--- src/rtl/cpu_pkg.sv ---
// Shared constants, opcode/branch encodings and the MUL/DIV FSM state type
// for the 16-bit pipeline.
package cpu_pkg;
    localparam int DW = 16;
    localparam int RW = 3;

    localparam logic [3:0] ALU_NOP  = 4'd0;
    localparam logic [3:0] ALU_ADD  = 4'd1;
    localparam logic [3:0] ALU_SUB  = 4'd2;
    localparam logic [3:0] ALU_AND  = 4'd3;
    localparam logic [3:0] ALU_OR   = 4'd4;
    localparam logic [3:0] ALU_XOR  = 4'd5;
    localparam logic [3:0] ALU_SLT  = 4'd6;
    localparam logic [3:0] ALU_SLL  = 4'd7;
    localparam logic [3:0] ALU_SRL  = 4'd8;
    localparam logic [3:0] ALU_MUL  = 4'd9;
    localparam logic [3:0] ALU_DIVU = 4'd10;
    localparam logic [3:0] ALU_REMU = 4'd11;

    localparam logic [2:0] BR_NONE = 3'd0;
    localparam logic [2:0] BR_BEQ  = 3'd1;
    localparam logic [2:0] BR_BNE  = 3'd2;
    localparam logic [2:0] BR_BLT  = 3'd3;
    localparam logic [2:0] BR_BGE  = 3'd4;

    typedef enum logic [1:0] {
        MD_IDLE = 2'd0,
        MD_BUSY = 2'd1,
        MD_DONE = 2'd2
    } md_state_e;

    function automatic logic is_muldiv(input logic [3:0] op);
        return (op == ALU_MUL) || (op == ALU_DIVU) || (op == ALU_REMU);
    endfunction

    // EX/MEM has priority over MEM/WB; r0 is hardwired to zero.
    function automatic logic [DW-1:0] fwd(
        input logic [RW-1:0] idx,
        input logic [DW-1:0] rf_val,
        input logic          exm_we,
        input logic [RW-1:0] exm_idx,
        input logic [DW-1:0] exm_val,
        input logic          mwb_we,
        input logic [RW-1:0] mwb_idx,
        input logic [DW-1:0] mwb_val
    );
        if (idx == '0)                        return '0;
        else if (exm_we && (exm_idx == idx))  return exm_val;
        else if (mwb_we && (mwb_idx == idx))  return mwb_val;
        else                                  return rf_val;
    endfunction
endpackage

--- src/rtl/iter_muldiv.sv ---
// Iterative unsigned multiplier / restoring divider: one step per cycle,
// DW steps per operation, operands captured when the operation starts.
module iter_muldiv
    import cpu_pkg::*;
(
    input  logic          clk,
    input  logic          rst,
    input  logic          start,
    input  logic [3:0]    op,
    input  logic [DW-1:0] a,
    input  logic [DW-1:0] b,
    output logic          busy,
    output logic          done,
    output logic [DW-1:0] result,
    output md_state_e     state
);
    localparam int CW = $clog2(DW);

    logic [CW-1:0] cnt;
    logic [3:0]    op_q;
    logic [DW-1:0] a_q;
    logic [DW-1:0] b_q;
    logic [DW-1:0] acc;
    logic [DW:0]   rem_shift;
    logic [DW:0]   rem_diff;
    logic          last;

    // Handshake: start is only sampled in IDLE; busy stays high from the start
    // cycle through the final step; done is a one-cycle pulse with result valid.
    assign busy   = ((state == MD_IDLE) && start) || (state == MD_BUSY);
    assign done   = (state == MD_DONE);
    assign result = (op_q == ALU_DIVU) ? a_q : acc;

    // For divide, a_q shifts out dividend bits and shifts in quotient bits;
    // acc holds the partial remainder. A borrow in bit DW means "restore".
    assign rem_shift = {acc, a_q[DW-1]};
    assign rem_diff  = rem_shift - {1'b0, b_q};
    assign last      = (cnt == CW'(DW - 1));

    always_ff @(posedge clk or posedge rst) begin
        if (rst) begin
            state <= MD_IDLE;
            cnt   <= '0;
            op_q  <= ALU_NOP;
            a_q   <= '0;
            b_q   <= '0;
            acc   <= '0;
        end else begin
            case (state)
                MD_IDLE: begin
                    if (start) begin
                        op_q  <= op;
                        a_q   <= a;
                        b_q   <= b;
                        acc   <= '0;
                        cnt   <= '0;
                        state <= MD_BUSY;
                    end
                end
                MD_BUSY: begin
                    if (op_q == ALU_MUL) begin
                        if (b_q[0]) acc <= acc + a_q;
                        a_q <= a_q << 1;
                        b_q <= b_q >> 1;
                    end else if (!rem_diff[DW]) begin
                        acc <= rem_diff[DW-1:0];
                        a_q <= {a_q[DW-2:0], 1'b1};
                    end else begin
                        acc <= rem_shift[DW-1:0];
                        a_q <= {a_q[DW-2:0], 1'b0};
                    end
                    cnt <= cnt + 1'b1;
                    if (last) state <= MD_DONE;
                end
                MD_DONE: state <= MD_IDLE;
                default: state <= MD_IDLE;
            endcase
        end
    end
endmodule

--- src/rtl/ex_stage.sv ---
// Execute stage: operand forwarding, single-cycle ALU, branch resolution and
// the iterative MUL/DIV unit that stalls upstream stages while it works.
module ex_stage
    import cpu_pkg::*;
(
    input  logic          clk,
    input  logic          rst,
    input  logic [DW-1:0] pc,
    input  logic [DW-1:0] rd1,
    input  logic [DW-1:0] rd2,
    input  logic [DW-1:0] imm,
    input  logic [RW-1:0] rs,
    input  logic [RW-1:0] rt,
    input  logic [RW-1:0] rd,
    input  logic [3:0]    alu_op,
    input  logic          alu_src,
    input  logic          reg_write_in,
    input  logic          mem_read_in,
    input  logic          mem_write_in,
    input  logic          mem_to_reg_in,
    input  logic [2:0]    branch,
    input  logic          exm_reg_write,
    input  logic [RW-1:0] exm_rd,
    input  logic [DW-1:0] exm_data,
    input  logic          mwb_reg_write,
    input  logic [RW-1:0] mwb_rd,
    input  logic [DW-1:0] mwb_data,
    output logic [DW-1:0] result,
    output logic [DW-1:0] store_data,
    output logic [RW-1:0] rd_out,
    output logic          reg_write_out,
    output logic          mem_read_out,
    output logic          mem_write_out,
    output logic          mem_to_reg_out,
    output logic          branch_taken,
    output logic [DW-1:0] branch_target,
    output logic          busy,
    output md_state_e     md_state
);
    logic [DW-1:0] fwd_a;
    logic [DW-1:0] fwd_b;
    logic [DW-1:0] op_b;
    logic [DW-1:0] alu_res;
    logic [DW-1:0] md_result;
    logic          md_op;
    logic          md_busy;
    logic          md_done;
    logic          ctrl_en;
    logic          cmp_true;

    assign fwd_a = fwd(rs, rd1, exm_reg_write, exm_rd, exm_data, mwb_reg_write, mwb_rd, mwb_data);
    assign fwd_b = fwd(rt, rd2, exm_reg_write, exm_rd, exm_data, mwb_reg_write, mwb_rd, mwb_data);
    assign op_b  = alu_src ? imm : fwd_b;
    assign md_op = is_muldiv(alu_op);

    iter_muldiv u_muldiv (
        .clk    (clk),
        .rst    (rst),
        .start  (md_op),
        .op     (alu_op),
        .a      (fwd_a),
        .b      (op_b),
        .busy   (md_busy),
        .done   (md_done),
        .result (md_result),
        .state  (md_state)
    );

    always_comb begin
        alu_res = '0;
        case (alu_op)
            ALU_ADD:  alu_res = fwd_a + op_b;
            ALU_SUB:  alu_res = fwd_a - op_b;
            ALU_AND:  alu_res = fwd_a & op_b;
            ALU_OR:   alu_res = fwd_a | op_b;
            ALU_XOR:  alu_res = fwd_a ^ op_b;
            ALU_SLT:  alu_res = {{(DW-1){1'b0}}, ($signed(fwd_a) < $signed(op_b))};
            ALU_SLL:  alu_res = fwd_a << op_b[3:0];
            ALU_SRL:  alu_res = fwd_a >> op_b[3:0];
            ALU_MUL, ALU_DIVU, ALU_REMU: alu_res = md_done ? md_result : '0;
            default:  alu_res = '0;
        endcase
    end

    // Branch compares always use the forwarded rt, never the immediate.
    always_comb begin
        cmp_true = 1'b0;
        case (branch)
            BR_BEQ:  cmp_true = (fwd_a == fwd_b);
            BR_BNE:  cmp_true = (fwd_a != fwd_b);
            BR_BLT:  cmp_true = ($signed(fwd_a) <  $signed(fwd_b));
            BR_BGE:  cmp_true = ($signed(fwd_a) >= $signed(fwd_b));
            default: cmp_true = 1'b0;
        endcase
    end

    // A MUL/DIV instruction emits bubbles until its DONE cycle.
    assign ctrl_en = !rst && (alu_op != ALU_NOP) && (alu_op <= ALU_REMU) && (!md_op || md_done);

    assign result         = rst ? '0 : alu_res;
    assign store_data     = fwd_b;
    assign rd_out         = rd;
    assign reg_write_out  = ctrl_en && reg_write_in;
    assign mem_read_out   = ctrl_en && mem_read_in;
    assign mem_write_out  = ctrl_en && mem_write_in;
    assign mem_to_reg_out = ctrl_en && mem_to_reg_in;
    assign branch_taken   = !rst && (md_state != MD_BUSY) && cmp_true;
    assign branch_target  = pc + imm;
    assign busy           = !rst && md_busy;
endmodule

--- config.mk ---
export PLATFORM = sky130hd
export DESIGN_NAME = ex_stage
export DESIGN_NICKNAME = d
export VERILOG_FILES = /design/src/rtl/cpu_pkg.sv /design/src/rtl/iter_muldiv.sv /design/src/rtl/ex_stage.sv
export SDC_FILE = /design/constraint.sdc
export NUM_CORES = 1
export LEC_CHECK = 0
export ABC_AREA = 1
export CAP_MARGIN = 5
export CORE_UTILIZATION = 30
export CTS_CLUSTER_SIZE = 24
export DETAILED_ROUTE_END_ITERATION = 8
export DONT_BUFFER_PORTS = 1
export PLACE_DENSITY = 0.47
export SYNTH_ARGS = -nofsm -noshare
export SYNTH_HDL_FRONTEND = slang
export SYNTH_SLANG_ARGS = --single-unit
--- constraint.sdc ---
create_clock -name clk -period 6.1 [get_ports clk]
set_clock_uncertainty 0.05 [all_clocks]
set_input_delay 1.22 -clock clk [delete_from_list [all_inputs] [get_ports clk]]
set_output_delay 1.22 -clock clk [all_outputs]
set_load 0.02 [all_outputs]
==> summary.txt <==
Clock network
  • Hold_buf cts: 0
  • # clock sinks: 58
  • Root Buffer: clkbuf_16
  • Worst-Skew Late Latency: 0.34 ns
  • Worst-path clk slew: 0.05 ns
  • CTS tree: yes
  • Clock buffer depth: 2
  • CTS Buf Count: 9
  • H-tree depth: 3

Logic synthesis
  • Yosys warnings: 0
  • Syn nets: 2,033
  • Seq/Total Area, Yosys: 13.6%
  • Mapped Cells: 1,789
  • Yosys top cell area share: 13.6%
  • Post-synthesis register bit count: 58
  • Post-Syn Area: 0.0107 mm^2
  • Count of cell types in the netlist: 53
  • Main synth FF type: dfrtp_1
  • Ys async rst share: 100%
  • Avg Inst Size Synth: 5.97 um^2
  • Post-synth EDFFs: 0
  • Post-synth top cells: nand2_1 (375), inv_1 (253), nand3_1 (246)
  • Synth top area cells: dfrtp_1 (14%), nand2_1 (13%), ha_1 (13%)
  • Synth area leader: dfrtp_1
  • Most frequent cell after synthesis: nand2_1

Placement
  • Dpl cells: 2,261
  • Dpl cell area: 0.0116 mm^2
  • HPWL after DPL: 36,100 um
  • PortBufs: 0
  • Gpl congestion: 0.936
  • Pre-CTS setup slack: -0.0222 ns

STA
  • Min Hold Slack: 0.402 ns
  • Endpoints failing setup: 0
  • Fin crit period: 5.81 ns
  • Worst-margin pin slew: 1.03 ns
  • Fin crit share: 95.3%
  • Max-slew violations: 0
  • Setup ws final: 0.285 ns
  • Setup TNS: 0 ns
  • Fmax: 0.172 GHz
  • Final hold vios: 0
  • Rel. slew slack: 31.1%

Global routing
  • GRT Total Usage: 23.9%
  • Antenna violations before repair: 0
  • Global-route wire length before repair: 67,100 um
  • Grt total ovfl: 0
  • Vias in the first global route: 11.7k
  • Pin count of the biggest net entering global routing: 59

Setup path
  • Crit path capture type: primary output
  • RR Startpoint: u_muldiv.op_q[2]
  • CP peak stage delay: 0.43 ns
  • Slowest CP cell: ha_1
  • Critical path peak fanout: 13
  • Crit-path cells: inv_1 -> nand2_1 -> nand2_1 -> nor2_4 -> buf_12 -> buf_4 -> nand3_1 -> nand3_1 -> nand2_1 -> inv_1 -> nand2_1 -> o21ai_0 -> inv_1 -> ha_1 -> inv_1 -> a21oi_1 -> o31ai_1 -> a21oi_1 -> a21oi_1 -> or2_2 -> nand4_1 -> nor2_1 -> a21oi_1 -> buf_4
  • Critical Path RT: 4.83 ns
  • CP Class: in -> out
  • Reg2reg setup slack: 2.57 ns
  • Critical Path AT: 4.54 ns
  • CP Launch Type: input pin
  • R2R depth: 8
  • R2r endpoint: u_muldiv.acc[0]

Worst hold path
  • Hold path depth: 2
  • Hold Startpoint: u_muldiv.op_q[3]
  • Hold Path End: u_muldiv.op_q[3]
  • Hold WC Path Type: reg -> reg

Detailed routing
  • Vias: 12.3k
  • Vias/cell: 5.39
  • Initial DRC count: 960
  • WL/cell: 19.1 um
  • Post-DRT Antenna Nets: 0
  • Drt first pass iters: 5
  • Drt drc: 0
  • Post-Route WL: 43,600 um

Die
  • Die extent in x: 191 um
  • DIE HEIGHT: 191 um
  • IO Pins: 186
  • Total die area: 0.0364 mm^2
  • Row count: 68
  • Initial cell density of the core: 30.7%
  • Total core area: 0.0348 mm^2

Layout
  • FILL cells: 3,916
  • Post-route cell area: 0.0121 mm^2
  • Register area: 0.00145 mm^2
  • Combined area of the multi-input logic cells: 0.00799 mm^2
  • P&R area growth vs syn: 13.0%
  • Nets: 2,069
  • Non-Filler Instances: 2,284
  • Share of cells above drive strength 1: 10.4%
  • N_diodes: 0
  • Post-route core utilization: 34.7%

Power
  • Net Sw Power: 2.44 mW
  • Logic pwr share: 70.7%
  • Pint: 2.06 mW
  • Sw Ratio: 54.2%
  • Sequential share of power: 16.5%
  • Clock share of power: 12.8%
  • Lkg Pwr: 6.15 nW
  • Cell Pwr Density: 373 mW/mm^2
  • VDD IR max: 0.232 mV
  • Tot Pwr: 4.50 mW

Run
  • Max cap viols: 0

Outcome
  • Outcome: finished clean
## metal layers
metal	vias up	wire, um	track usage, %
li1	6084	-	-
met1	5763	19900	31.7
met2	388	20100	39.6
met3	75	2200	2.87
met4	0	1440	8.49
met5	-	0	0
## state kept, by name, indices dropped and copies added (netlist names)
name            cells
u_muldiv.a_q       16
u_muldiv.acc       16
u_muldiv.b_q       16
u_muldiv.cnt        4
u_muldiv.op_q       4
u_muldiv.state      2
## kinds of logic (layout without fill, tap and decap cells)
kind of cell / after synthesis / in the layout / share of synthesized area [%]
simple gates: 836 / 836 / 35.5
compound gates: 404 / 404 / 21.1
buf+inv: 336 / 376 / 12.6
fa+ha+maj: 117 / 117 / 14.1
flops: 58 / 58 / 13.6
xor+xnor: 37 / 37 / 3.03
mux: 1 / 1 / 0.105
## what timing repair did
item | CTS | global route
resized for setup | 1 | 35
endpoints found under the setup margin | 1 | 10
setup buffers | 0 | 8
pin swaps | 0 | 4
## placed cells by master, fill, tap and decap left out, types with 5 or more instances in the layout
cell and n:
a21oi_1 128, a31oi_1 14, buf_4 96, clkbuf_16 9
dfrtp_1 58, fa_1 5, ha_1 106, inv_1 251
inv_2 11, nand2_1 374, nand2_2 9, nand2_4 6
nand3_1 245, nand3_2 7, nand3b_1 5, nand4_1 27
nor2_1 108, nor2_4 6, nor3_1 23, o2111ai_1 6
o211ai_1 23, o21ai_0 158, o21ai_1 11, o21ai_2 10
o22ai_1 22, or2_2 12, xnor2_1 7, xor2_1 30
## how the worst max path moves through the flow
stage	from	to	slack [ns]	cells past startpoint
after floorplan	rt[0]	result[15]	0.30	26
after global placement	rt[0]	result[0]	-0.13	23
after detailed placement	rt[0]	result[0]	-0.02	23
after CTS	rt[0]	result[0]	0.02	23
after global routing	rt[0]	result[11]	-0.002	26
final	rt[0]	result[15]	0.29	24
## power by group through the flow
stage / clock network, mW / registers (mW) / logic [mW]
2_1_floorplan: 0 / 0.677 / 2.34
3_5_place_dp: 0 / 0.747 / 3.12
5_1_grt: 0.599 / 0.770 / 3.59
6_report: 0.574 / 0.743 / 3.18
3_3_place_gp: 0 / 0.747 / 3.12
4_1_cts: 0.587 / 0.742 / 3.14
## critical path, delay by kind of cell
kind            cells  cell delay (ns)
compound gates      6             1.04
fa+ha+maj           1             0.43
buf+inv             7             0.85
simple gates       10             0.99
## area by class of cell
cell class / count / share of cell area, %
multi-input combinational: 1395 / 66.2
clock inverter: 4 / 0.622
clock buffer: 11 / 2.09
timing repair buffer: 97 / 6.14
sequential: 58 / 12.0
tap: 455 / 4.72
inverter: 264 / 8.21
Power figures use the tool's default switching activity.
==> RTL change 1, RTL diff (same flow settings) <==
The package constant `RW` goes from 3 to 6.
--- a/src/rtl/cpu_pkg.sv
+++ b/src/rtl/cpu_pkg.sv
@@ -2,7 +2,7 @@
 // for the 16-bit pipeline.
 package cpu_pkg;
     localparam int DW = 16;
-    localparam int RW = 3;
+    localparam int RW = 6;
 
     localparam logic [3:0] ALU_NOP  = 4'd0;
     localparam logic [3:0] ALU_ADD  = 4'd1;
Ports: changed (6 resized); port bits go from 186 to 204. The function was not compared with the original's and may differ.
==> RTL change 1 against the original RTL <==
  * The run now ends with design-rule violations left
  * Worst setup slack got worse by 0.050 ns
  * Highest routed layer unchanged
  * Largest cell class unchanged
  * Final area is 3.2% higher
  * Synthesized area rose by 2.4%
  * Sequential cell count did not move
  * Sequential power up 1%
  * Count of clock-buffer cells in the layout unchanged
  * Die area is 2.4% higher
  * First-iteration DRC count is 5.3% higher
  * Hold slack improved by 0.024 ns
  * Total power decreased by 6.3%
  * Wire length grew 4.3%
  * Synthesized cell count up 4.8%
==> RTL change 1: results (changes against the original RTL) <==
post-place setup slack=-0.112 ns (-0.0900 ns); largest cells by area after synthesis=nand2_1, dfrtp_1, ha_1; area after detailed placement=0.0119 sq mm (+2.8%); multiplexer fraction of the synthesized cell area=0.103% (-0.0025 points); area fraction in compound gates after synthesis=19.9% (-1.2 points); standby leakage power=6.51 nW (+6.0%); total number of vias=12,500 (+1.5%); run status=complete, but fails checks; biggest cell delay along the critical path=0.28 ns (-0.15 ns); share of final layout cell area taken by clock buffers and inverters=2.19% (-0.53 points); buffering overhead=6.27% (+0.13 points); detailed-route vias per instance=5.26 (-2.4%); average footprint of a synthesized cell=5.83 sq um (-2.3%); number of cells on the worst reg-to-reg path=13 (+5); commonest cells in the netlist=nand2_1, inv_1, nand3_1; average detailed-routed wire length per instance=19.2 microns (+0.31%); dominant delay contributor by cell family on the critical path=simple AND/OR/NAND/NOR gates; Filler cells=4,084 (+4.3%); arithmetic-cell share of the synthesized area counting full adders, half adders and majority gates=13.7% (-0.33 points); fraction of layout instances using a drive strength above 1=11.1% (+0.63 points); met3 layer wire length in the routed design=2900 microns (+32%); net count of the finished layout=2,169 (+4.8%); total area of multi-input combinational cells=0.00819 sq mm (+2.6%); Max transition margin=46.2% (+15 points); total DRC errors in the routed layout=1 (+1); xor and xnor area share after synthesis=3.36% (+0.33 points); largest fanout of any net on the critical path=29 (+16); number of nets in the synthesized netlist=2,134 (+5.0%); GR Util met2=39.8% (+0.19 points); die outline area=0.0372 sq mm (+2.4%); antenna violations before repair=2 (+2); GP Congestion=0.962 (+2.8%); failing checks=design-rule violations; number of ordinary and repair buffers in the finished layout=98 (+1.0%); first-pass GRT wire length=68,600 microns (+2.2%); met2 WL post-DR=21,200 microns (+5.4%); Detailed Route Iter0 Violations=1,011 (+5.3%); post-cts resize count=3 (+2)
-- RTL change 1: changes by cell type after synthesis, moves of 7 or more --
cell      before  now
o22ai_1       22    8
nor2_1       109   92
inv_1        253  301
nor2_2         3   11
o211ai_1      23   10
o21ai_1        7   19
o21bai_1       4   11
nand2_1      375  439
nand2_2        9   18
o21ai_0      170  157
-- RTL change 1: worst paths after layout --
kind                                   start          endpoint  slack [ns]
setup / recovery                       rt[5]        result[14]        0.23
hold / removal              u_muldiv.op_q[3]  u_muldiv.op_q[3]        0.43
setup reg to reg           u_muldiv.state[0]  u_muldiv.acc[14]        2.42
hold reg to reg             u_muldiv.op_q[3]  u_muldiv.op_q[3]        0.43
max in group asynchronous                rst   u_muldiv.acc[9]        4.27
min in group asynchronous                rst   u_muldiv.cnt[1]        1.18
-- RTL change 1: report_power, final --
group          switching (mW)  internal, mW
combinational            1.94          1.05
sequential              0.188         0.563
clock                   0.192         0.284
==> RTL change 2, RTL diff (same settings) <==
Made on the original files. Put a register stage on the output `store_data`. The value now appears one clock later. The other outputs are not delayed to match.
--- a/src/rtl/ex_stage.sv
+++ b/src/rtl/ex_stage.sv
@@ -98,7 +98,9 @@
     assign ctrl_en = !rst && (alu_op != ALU_NOP) && (alu_op <= ALU_REMU) && (!md_op || md_done);
 
     assign result         = rst ? '0 : alu_res;
-    assign store_data     = fwd_b;
+    always_ff @(posedge clk) begin
+        store_data <= fwd_b;
+    end
     assign rd_out         = rd;
     assign reg_write_out  = ctrl_en && reg_write_in;
     assign mem_read_out   = ctrl_en && mem_read_in;
Formal check against the unedited RTL: not equivalent (a bounded check fails within 4 cycles, from zero or initial values and one cycle with rst high).
==> RTL change 2 against the original RTL <==
  * Total power grew 8.4%
  * Critical path type unchanged
  * Wire length grew 11%
  * Global-route usage grew 1.8 points
  * Worst setup slack lost 0.026 ns
  * Synthesized area grew 4.0%
  * Count of clock-buffer cells in the layout is the same
  * Final area grew 5.2%
  * Sequential cell count grew 16
  * Hold slack gained 0.0044 ns
==> RTL change 2: results (changes against the original RTL) <==
clock insertion delay at the later pin of the skew report=0.37 ns (+0.03 ns); end of the worst register-to-register path=u_muldiv.acc[1]; count of cell types in the netlist=57 (+7.5%); xor and xnor area share after synthesis=3.15% (+0.12 points); area after detailed placement=0.0123 sq mm (+6.7%); area fraction in compound gates after synthesis=20.4% (-0.64 points); total number of vias=12,500 (+1.8%); number of global-route vias before repair=12,400 (+6.5%); average footprint of a synthesized cell=6.13 sq um (+2.7%); GR Util met2=43.8% (+4.2 points); met1 Usage GRT=31.8% (+0.11 points); flop2flop setup slack=2.67 ns (+0.10 ns); detailed-route vias per instance=5.31 (-1.5%); fraction of synthesis flops using an asynchronous set or reset pin=78.4% (-22 points); global-route usage over all layers=25.7% (+1.8 points); standard cell with the maximum stage delay on the critical path=ha_2; drt total wl=48,400 microns (+11%); beginning of the worst register-to-register path=u_muldiv.a_q[15]; internal power consumption=2.22 mW (+7.8%); dominant delay contributor by cell family on the critical path=simple AND/OR/NAND/NOR gates; run status=complete, no violations; fraction of layout instances using a drive strength above 1=13.0% (+2.6 points); largest cells by area after synthesis=dfrtp_1, ha_1, nand2_1; first-pass GRT wire length=74,000 microns (+10%); pin count of the biggest net entering global routing=68 (+15%); largest vdd supply drop=163 uV (-30%); share of the yosys chip area belonging to registers=15.9% (+2.4 points); post-place setup slack=-0.0360 ns (-0.0138 ns); Detailed Route Iter0 Violations=950 (-1.0%); multiplexer fraction of the synthesized cell area=0% (-0.11 points); standby leakage power=6.45 nW (+5.0%); endpoint arrival time on the critical path=4.57 ns (+0.03 ns); arithmetic-cell share of the synthesized area counting full adders, half adders and majority gates=13.5% (-0.54 points); Seq group=0.927 mW (+25%); commonest cells in the netlist=nand2_1, inv_1, nand3_1; net count of the finished layout=2,131 (+3.0%); met3 layer wire length in the routed design=2480 microns (+13%); Filler cells=4,153 (+6.1%); met1 routed wirelength after detailed routing=20,900 microns (+5.1%); GRT met3 Usage=3.80% (+0.93 points)
==> RTL change 2: cell count changes after synthesis, moves of 10 or more <==
cell / delta
dfxtp_1: +16
nand3_1: -13
a21oi_1: +12
o211ai_1: -12
nand2_1: -10
==> RTL change 2: area by class of cell <==
class | instances | area (sq um) | share of cell area [%]
antenna | 3 | 7.51 | 0.0591
clock buffer | 11 | 243 | 1.91
clock inverter | 4 | 51.3 | 0.404
inverter | 260 | 976 | 7.68
multi-input combinational | 1405 | 8040 | 63.3
sequential | 74 | 1770 | 13.9
tap | 468 | 586 | 4.61
timing repair buffer | 137 | 1030 | 8.13
==> RTL change 2: worst max-delay path by stage <==
stage	from	endpoint	slack (ns)
2_1_floorplan	exm_rd[0]	result[13]	0.57
3_3_place_gp	mwb_rd[0]	result[14]	0.02
3_5_place_dp	rt[1]	result[14]	-0.04
4_1_cts	rt[1]	result[14]	0.02
5_1_grt	mwb_rd[0]	result[13]	-0.01
6_report	rt[1]	result[13]	0.26
